[src/rtl/alu_pkg.sv]
// rtl/alu_pkg.sv - op encodings and result flag type shared by the ALU pipeline
package alu_pkg;

    localparam logic [1:0] ALU_ADD = 2'b00;
    localparam logic [1:0] ALU_SUB = 2'b01;
    localparam logic [1:0] ALU_AND = 2'b10;
    localparam logic [1:0] ALU_XOR = 2'b11;

    typedef struct packed {
        logic parity;
        logic overflow;
        logic greater;
        logic is_eq;
        logic less;
    } alu_flags_t;

    localparam alu_flags_t FLAGS_ZERO = '0;

endpackage

[src/rtl/alu_core.sv]
// rtl/alu_core.sv - combinational ALU datapath; saturating add/sub when ALU_PIPE_SAT_EN is defined
module alu_core
    import alu_pkg::*;
#(
    parameter int WIDTH = 8
) (
    input  logic [WIDTH-1:0] a,
    input  logic [WIDTH-1:0] b,
    input  logic [1:0]       op,
    input  logic             oe,
    output logic [WIDTH-1:0] y,
    output alu_flags_t       flags
);

    logic [WIDTH:0]   sum;
    logic [WIDTH:0]   diff;
    logic [WIDTH-1:0] result;
    logic             ovf;

    // Extra top bit captures carry for add and borrow for sub
    assign sum  = {1'b0, a} + {1'b0, b};
    assign diff = {1'b0, a} - {1'b0, b};

    // Select the operation result and its overflow indication
    always_comb begin
        result = '0;
        ovf    = 1'b0;
        case (op)
            ALU_ADD: begin
                ovf = sum[WIDTH];
`ifdef ALU_PIPE_SAT_EN
                result = sum[WIDTH] ? {WIDTH{1'b1}} : sum[WIDTH-1:0];
`else
                result = sum[WIDTH-1:0];
`endif
            end
            ALU_SUB: begin
                ovf = diff[WIDTH];
`ifdef ALU_PIPE_SAT_EN
                result = diff[WIDTH] ? {WIDTH{1'b0}} : diff[WIDTH-1:0];
`else
                result = diff[WIDTH-1:0];
`endif
            end
            ALU_AND: result = a & b;
            default: result = a ^ b;
        endcase
    end

    // Flags describe the beat regardless of oe; only y is masked
    always_comb begin
        flags          = FLAGS_ZERO;
        flags.parity   = ^result;
        flags.overflow = ovf;
        flags.greater  = (a > b);
        flags.is_eq    = (a == b);
        flags.less     = (a < b);
        y              = oe ? result : '0;
    end

endmodule

[src/rtl/alu_pipe.sv]
// rtl/alu_pipe.sv - 2-stage elastic ALU pipeline top; optional saturation via ALU_PIPE_SAT_EN
module alu_pipe
    import alu_pkg::*;
#(
    parameter int WIDTH = 8
) (
    input  logic             clk,
    input  logic             rst,
    input  logic             in_valid,
    output logic             in_ready,
    input  logic [WIDTH-1:0] a,
    input  logic [WIDTH-1:0] b,
    input  logic [1:0]       op,
    input  logic             oe,
    output logic             out_valid,
    input  logic             out_ready,
    output logic [WIDTH-1:0] y,
    output logic             parity,
    output logic             overflow,
    output logic             greater,
    output logic             is_eq,
    output logic             less
);

    logic             s1_valid;
    logic [WIDTH-1:0] s1_a;
    logic [WIDTH-1:0] s1_b;
    logic [1:0]       s1_op;
    logic             s1_oe;

    logic             s2_valid;
    logic [WIDTH-1:0] s2_y;
    alu_flags_t       s2_flags;

    logic [WIDTH-1:0] core_y;
    alu_flags_t       core_flags;

    logic             s1_load;
    logic             s2_load;
    logic             s2_drain;

    // S2 can take a new beat when empty or when its current beat leaves this cycle
    assign s2_load  = s1_valid && (!s2_valid || out_ready);
    assign s2_drain = s2_valid && out_ready;
    assign in_ready = !rst && (!s1_valid || !s2_valid || out_ready);
    assign s1_load  = in_valid && in_ready;

    alu_core #(
        .WIDTH (WIDTH)
    ) u_core (
        .a     (s1_a),
        .b     (s1_b),
        .op    (s1_op),
        .oe    (s1_oe),
        .y     (core_y),
        .flags (core_flags)
    );

    // Stage 1: operand register
    always_ff @(posedge clk) begin
        if (rst) begin
            s1_valid <= 1'b0;
            s1_a     <= '0;
            s1_b     <= '0;
            s1_op    <= ALU_ADD;
            s1_oe    <= 1'b0;
        end else if (s1_load) begin
            s1_valid <= 1'b1;
            s1_a     <= a;
            s1_b     <= b;
            s1_op    <= op;
            s1_oe    <= oe;
        end else if (s2_load) begin
            s1_valid <= 1'b0;
        end
    end

    // Stage 2: result register, cleared when empty so idle outputs read zero
    always_ff @(posedge clk) begin
        if (rst) begin
            s2_valid <= 1'b0;
            s2_y     <= '0;
            s2_flags <= FLAGS_ZERO;
        end else if (s2_load) begin
            s2_valid <= 1'b1;
            s2_y     <= core_y;
            s2_flags <= core_flags;
        end else if (s2_drain) begin
            s2_valid <= 1'b0;
            s2_y     <= '0;
            s2_flags <= FLAGS_ZERO;
        end
    end

    assign out_valid = s2_valid;
    assign y         = s2_y;
    assign parity    = s2_flags.parity;
    assign overflow  = s2_flags.overflow;
    assign greater   = s2_flags.greater;
    assign is_eq     = s2_flags.is_eq;
    assign less      = s2_flags.less;

endmodule

[config.mk]
export PLATFORM = sky130hd
export DESIGN_NAME = alu_pipe
export DESIGN_NICKNAME = d
export VERILOG_FILES = /design/src/rtl/alu_pkg.sv /design/src/rtl/alu_core.sv /design/src/rtl/alu_pipe.sv
export SDC_FILE = /design/constraint.sdc
export NUM_CORES = 1
export LEC_CHECK = 0
export ABC_AREA = 0
export CAP_MARGIN = 5
export CORE_UTILIZATION = 57
export DETAILED_ROUTE_END_ITERATION = 6
export GPL_TIMING_DRIVEN = 1
export PLACE_DENSITY = 0.84
export REMOVE_ABC_BUFFERS = 1
export SLEW_MARGIN = 20
export SYNTH_ARGS = -nofsm -noshare
export SYNTH_HDL_FRONTEND = slang
export SYNTH_SLANG_ARGS = --single-unit
[constraint.sdc]
create_clock -name clk -period 5.37 [get_ports clk]
set_clock_uncertainty 0.2 [all_clocks]
set_input_delay 1.074 -clock clk [delete_from_list [all_inputs] [get_ports clk]]
set_output_delay 1.074 -clock clk [all_outputs]
set_load 0.05 [all_outputs]
==> results.sh, run 1 <==
export IMPL_status="complete, no violations"
export IMPL_clock_slew_seen_by_the_registers_of_the_worst_setup_and_hold_paths_ns=0.07
export IMPL_port_buffers=37
export IMPL_power_frac_comb=0.328
export IMPL_post_cts_setup_buffer_count=0
export IMPL_post_drt_via_cell_ratio=5.58
export IMPL_layout_nets=344
export IMPL_critical_path_arrival_ns=2.71
export IMPL_start_kind="primary input"
export IMPL_async_flop_share=0
export IMPL_grt_met1_usage=0.314
export IMPL_netlist_instances=275
export IMPL_detail_route_wirelength_mm=4.79
export IMPL_die_area_um2=4150
export IMPL_synth_xor_area_frac=0.0547
export IMPL_globalRoute_totalOverflow=0
export IMPL_report_final_setup_viol=0
export IMPL_clock_power_share=0.301
export IMPL_antennaDiodeCount=0
export IMPL_die_height_um=64.4
export IMPL_drt_iter0_markers=110
export IMPL_synth_simple_gate_area_frac=0.223
export IMPL_avg_inst_size_synth_um2=8.07
export IMPL_power_internal_uw=519
export IMPL_die_width_um=64.4
export IMPL_timing_final_crit_share=0.741
export IMPL_cts_repair_resize_count=0
export IMPL_synth_area_leader_cell="sky130_fd_sc_hd__dfxtp_1"
export IMPL_number_of_primary_i_o_pins=38
export IMPL_global_route_wire_length_before_repair_mm=8.51
export IMPL_core_area_um2=3690
export IMPL_criticalPathCategory="primary input to output pin"
export IMPL_dpl_hpwl_mm=3.47
export IMPL_rows=22
export IMPL_place_congestion=0.837
export IMPL_maxClockFrequency_ghz=0.251
export IMPL_post_drt_wl_per_cell_um=13.6
export IMPL_setup_repair_after_global_routing_missed_its_margin="no"
export IMPL_area_sequential_um2=681
export IMPL_cts_path_max_buffers=2
export IMPL_timing_critical_path_to_type="output pin"
export IMPL_synth_top_family_by_area="simple AND/OR/NAND/NOR gates"
export IMPL_yosys_area_top_type_share=0.307
export IMPL_worstPathBufferInverterCount=2
export IMPL_synth_area_top_cells="sky130_fd_sc_hd__dfxtp_1 31%, sky130_fd_sc_hd__ha_1 9.6%, sky130_fd_sc_hd__nand2_1 7.1%"
export IMPL_min_delay_path_class="flip-flop to flip-flop"
export IMPL_syn_to_final_growth_pct=21.0
export IMPL_tns_ns=0
export IMPL_starting_utilization_of_the_core_area=0.602
export IMPL_number_of_antenna_violations_at_the_first_check_in_global_routing=0
export IMPL_htreeDepth=2
export IMPL_seq_power_share=0.371
export IMPL_most_common_cell_after_layout_fill_and_taps_aside="sky130_fd_sc_hd__nand2_1"
export IMPL_grt_use_met2=0.454
export IMPL_drive_above_1_share=0.0660
export IMPL_number_of_enable_flip_flop_cells_after_synthesis=0
export IMPL_groute_usage_overall=0.263
export IMPL_path_common_cell="sky130_fd_sc_hd__clkdlybuf4s50_1"
export IMPL_postRouteAntennaNets=0
export IMPL_synthAdderAreaFrac=0.114
export IMPL_fin_crit_ns=3.98
export IMPL_required_ns=4.10
export IMPL_yosysWarningCount=0
export IMPL_complex_gate_fraction_of_the_synthesized_area=0.201
export IMPL_synth_flop_cell="sky130_fd_sc_hd__dfxtp_1"
export IMPL_finalMaxSlewViolations=0
export IMPL_clk_latency_ns=0.29
export IMPL_largest_fanout_on_the_critical_path=5
export IMPL_switching_portion_of_total_power=0.326
export IMPL_cp_slowest_stage_delay_ns=0.83
export IMPL_cts_made_buffers=5
export IMPL_pin_count_of_the_biggest_net_entering_global_routing=36
export IMPL_power_static_leakage_uw=0.00112
export IMPL_use_met3=0.0589
export IMPL_postLayoutCellArea_um2=2690
export IMPL_path_delay_family="buffers and inverters"
export IMPL_worst_path_max_delay_cell="sky130_fd_sc_hd__clkdlybuf4s50_1"
export IMPL_net_switching_power_uw=251
export IMPL_worst_slew_pin_slew_ns=1.03
export IMPL_route_vias_total=1960
export IMPL_synthesized_area_um2=2220
export IMPL_irDropWorstVdd_mv=0.160
export IMPL_grt_pass1_vias=1908
export IMPL_yosys_register_bits=34
export IMPL_placed_cell_area_um2=2580
export IMPL_timing_slew_headroom=0.291
export IMPL_powerDensity_nw_per_um2=287
export IMPL_n_fill_cell=317
export IMPL_drc=0
export IMPL_drt_pass1_iter_count=4
export IMPL_tritoncts="yes"
export IMPL_clkSinkCount=34
export IMPL_cts_root_buffer_cell="sky130_fd_sc_hd__clkbuf_8"
export IMPL_crit_chain="clkdlybuf4s50_1 > nor2b_1 > a21oi_1 > clkdlybuf4s50_1"
export IMPL_synth_seq_area_share=0.307
export IMPL_final_cell_mix="42 x sky130_fd_sc_hd__nand2_1, 37 x sky130_fd_sc_hd__clkdlybuf4s50_1, 34 x sky130_fd_sc_hd__dfxtp_1, 24 x sky130_fd_sc_hd__nor2_1"
export IMPL_grt_busiest_layer="met2"
export IMPL_final_hold_violation_count=0
export IMPL_multiInputGateArea_um2=1390
export IMPL_cts_hold_repair_buffers=0
export IMPL_yosysUniqueCellTypes=47
export IMPL_timing_max_cap_violations=0
export IMPL_synth_area_mux_share=0.0327
==> metal layers <==
layer  up-vias  routed length [µm]
li1        991                   -
met1       894                2190
met2        61                2270
met3        14                 232
met4         0                  95
met5         -                   0
==> power groups by stage <==
stage          Combinational [µW]  Sequential (µW)  Clock, µW
6_report                      253              286        232
3_3_place_gp                  245              290          0
3_5_place_dp                  251              291          0
2_1_floorplan                 169              307          0
4_1_cts                       253              286        234
5_1_grt                       279              289        245
==> registers in the layout, indices dropped and copies added (netlist names) <==
register   count
greater        1
is_eq          1
less           1
out_valid      1
overflow       1
parity         1
s1_a           8
s1_b           8
s1_oe          1
s1_op          2
s1_valid       1
y              8
==> synthesized netlist by cell type, types with 3 or more instances <==
cell	count
sky130_fd_sc_hd__a21oi_1	15
sky130_fd_sc_hd__a22oi_1	13
sky130_fd_sc_hd__buf_2	4
sky130_fd_sc_hd__clkbuf_1	11
sky130_fd_sc_hd__dfxtp_1	34
sky130_fd_sc_hd__ha_1	17
sky130_fd_sc_hd__inv_1	17
sky130_fd_sc_hd__mux2i_1	5
sky130_fd_sc_hd__nand2_1	42
sky130_fd_sc_hd__nand2b_1	7
sky130_fd_sc_hd__nand3b_1	12
sky130_fd_sc_hd__nor2_1	24
sky130_fd_sc_hd__nor2b_1	3
sky130_fd_sc_hd__nor3_1	6
sky130_fd_sc_hd__o21ai_0	6
sky130_fd_sc_hd__o31ai_1	8
sky130_fd_sc_hd__xnor2_1	6
sky130_fd_sc_hd__xor2_1	6
==> tightest hold or removal path: stages (launching register included) <==
cell and delay (ns):
sky130_fd_sc_hd__dfxtp_1 0.31, sky130_fd_sc_hd__nand3b_1 0.08, sky130_fd_sc_hd__nand2_1 0.05
==> path summary, 6_finish.rpt <==
kind                                 from        to  slack (ns)  depth (start not counted)
worst max-delay path            out_ready  in_ready        1.39                          4
worst min-delay path                s1_oe     s1_oe        0.28                          2
worst max register to register    s1_b[2]    parity        2.41                         11
worst min register to register      s1_oe     s1_oe        0.28                          2
==> cell type report <==
class | count | area share
repair buffers | 38 | 0.141
multi-input cells | 204 | 0.517
inverters | 19 | 0.0265
flip-flops and latches | 34 | 0.253
clock buffers | 5 | 0.0256
well taps | 48 | 0.0224
clock inverters | 3 | 0.0149
==> cells by family after synthesis <==
kind of cell,count (synthesis)
and+or+nand+nor,104
AOI/OAI and AO/OA,62
xor gates and xnor gates,13
adders and majority gates,19
DFF,34
buffers and inverters,37
muxes,6
==> through the flow <==
step	total power, µW	hold slack (ns)	std cells	setup WS [ns]	util
3_5_place_dp	542	0.268	343	1.39	0.699
6_report	771	0.280	351	1.39	0.728
5_1_grt	813	0.299	351	1.31	0.728
3_3_place_gp	535	0.260	343	1.42	0.699
2_1_floorplan	476	0.244	257	2.11	-
4_1_cts	773	0.281	351	1.38	0.728
Power figures use the tool's default switching activity.
==> run 2, diff against run 1 <==
CORE_UTILIZATION = 53   (was 57)
PLACE_DENSITY = 0.79   (was 0.84)
clock period = 3.8 ns   (was 5.37 ns; I/O delays follow)
==> run 2 against run 1 <==
Effect of this change: clock power is 13% higher; register-to-register slack worse by 1.6 ns; critical path depth rose by 7; sequential cell count unchanged.
==> results.sh, run 2 (synthesis gave the netlist of run 1 again) <==
export IMPL_rows=23
export IMPL_post_drt_via_cell_ratio=5.56
export IMPL_global_route_wire_length_before_repair_mm=7.98
export IMPL_timing_critical_path_to_type="flip-flop"
export IMPL_die_area_um2=4450
export IMPL_layout_nets=346
export IMPL_startpoint="s1_b[2]"
export IMPL_most_common_cell_after_layout_fill_and_taps_aside="sky130_fd_sc_hd__nand2_1"
export IMPL_n_fill_cell=359
export IMPL_syn_to_final_growth_pct=21.1
export IMPL_timing_slew_headroom=0.505
export IMPL_groute_usage_overall=0.239
export IMPL_antennaDiodeCount=0
export IMPL_tns_ns=0
export IMPL_hold_path_startpoint="s1_oe"
export IMPL_min_delay_path_class="flip-flop to flip-flop"
export IMPL_clk_latency_ns=0.28
export IMPL_clock_slew_seen_by_the_registers_of_the_worst_setup_and_hold_paths_ns=0.06
export IMPL_report_final_setup_viol=0
export IMPL_timing_max_cap_violations=0
export IMPL_status="complete, no violations"
export IMPL_final_cell_mix="42 x sky130_fd_sc_hd__nand2_1, 36 x sky130_fd_sc_hd__clkdlybuf4s50_1, 34 x sky130_fd_sc_hd__dfxtp_1, 24 x sky130_fd_sc_hd__nor2_1"
export IMPL_layoutNonFillerInstCount=353
export IMPL_irDropWorstVdd_mv=0.201
export IMPL_route_vias_total=1964
export IMPL_cts_root_buffer_cell="sky130_fd_sc_hd__clkbuf_8"
export IMPL_criticalPathCategory="flip-flop to flip-flop"
export IMPL_timing_final_crit_share=0.781
export IMPL_report_power_total_uw=1030
export IMPL_rr_worst_depth=11
export IMPL_dp_cells=347
export IMPL_port_buffers=37
export IMPL_detail_route_wirelength_mm=4.68
export IMPL_dpl_hpwl_mm=3.39
export IMPL_powerDensity_nw_per_um2=382
export IMPL_drc=0
export IMPL_post_cts_setup_buffer_count=0
export IMPL_final_hold_violation_count=0
export IMPL_number_of_antenna_violations_at_the_first_check_in_global_routing=0
export IMPL_core_area_um2=4000
export IMPL_placed_cell_area_um2=2610
export IMPL_cts_path_max_buffers=2
export IMPL_clkSinkCount=34
export IMPL_postRouteAntennaNets=0
export IMPL_cts_repair_resize_count=0
export IMPL_fin_crit_ns=2.97
export IMPL_die_height_um=66.7
export IMPL_globalRoute_totalOverflow=0
export IMPL_finalMaxSlewViolations=0
export IMPL_grt_pass1_vias=1706
export IMPL_pin_count_of_the_biggest_net_entering_global_routing=36
export IMPL_tritoncts="yes"
export IMPL_power_static_leakage_uw=0.00112
export IMPL_post_drt_wl_per_cell_um=13.2
export IMPL_htreeDepth=2
export IMPL_drive_above_1_share=0.0693
export IMPL_die_width_um=66.7
export IMPL_worst_slew_pin_slew_ns=0.741
export IMPL_postLayoutCellArea_um2=2690
export IMPL_cts_hold_repair_buffers=0
export IMPL_starting_utilization_of_the_core_area=0.555
export IMPL_maxClockFrequency_ghz=0.337
export IMPL_critical_path_arrival_ns=2.98
export IMPL_number_of_primary_i_o_pins=38
export IMPL_place_congestion=0.894
export IMPL_hold_depth=2
export IMPL_required_ns=3.81
export IMPL_cts_made_buffers=5
export IMPL_start_kind="flip-flop"
export IMPL_drt_iter0_markers=105
export IMPL_timing_hold_ws_ns=0.278
export IMPL_largest_fanout_on_the_critical_path=10
export IMPL_drt_pass1_iter_count=4
export IMPL_setup_repair_after_global_routing_missed_its_margin="no"
export IMPL_regToRegStartpoint="s1_b[2]"
[run 2: path summary, 6_finish.rpt]
path,to,slack (ns)
setup reg to reg,parity,0.83
hold / removal,s1_oe,0.28
hold reg to reg,s1_oe,0.28
setup / recovery,parity,0.83
[run 2: routing by layer]
metal	up-vias	routed length, µm	track usage
met4	0	102	0.0824
met3	7	255	0.0599
met5	-	0	0
met2	60	2110	0.367
met1	895	2210	0.321
li1	1002	-	-
[run 2: power by group]
part	switching (µW)	internal, µW	leakage (µW)
combinational	196	164	0.000802
clock	121	140	0.0000431
sequential	23.8	380	0.000279
total	341	684	0.00112
[run 2: worst max-delay path, stage by stage (launching register included)]
cell                       delay [ns]
sky130_fd_sc_hd__dfxtp_1         0.33
sky130_fd_sc_hd__inv_1           0.06
sky130_fd_sc_hd__ha_1            0.41
sky130_fd_sc_hd__nor2_2          0.20
sky130_fd_sc_hd__a211oi_2        0.07
sky130_fd_sc_hd__or4_1           0.41
sky130_fd_sc_hd__a31o_1          0.26
sky130_fd_sc_hd__mux2i_1         0.12
sky130_fd_sc_hd__a221o_2         0.38
sky130_fd_sc_hd__xnor2_2         0.15
sky130_fd_sc_hd__xnor2_1         0.13
sky130_fd_sc_hd__o31ai_2         0.16
[run 2: layout make-up]
class                           count  area [µm²]  share of cell area
Timing Repair Buffer               40         403               0.150
Tap cell                           50        62.6              0.0233
Clock buffer                        6        82.6              0.0307
Multi-Input combinational cell    204        1390               0.516
Inverter                           19        71.3              0.0265
Sequential cell                    34         681               0.253
[run 2: metrics by stage]
stage,util,worst slack [ns]
floorplan,-,0.993
global placement,0.651,0.930
detailed placement,0.651,0.855
CTS,0.672,0.825
global route,0.672,0.662
finish,0.672,0.830
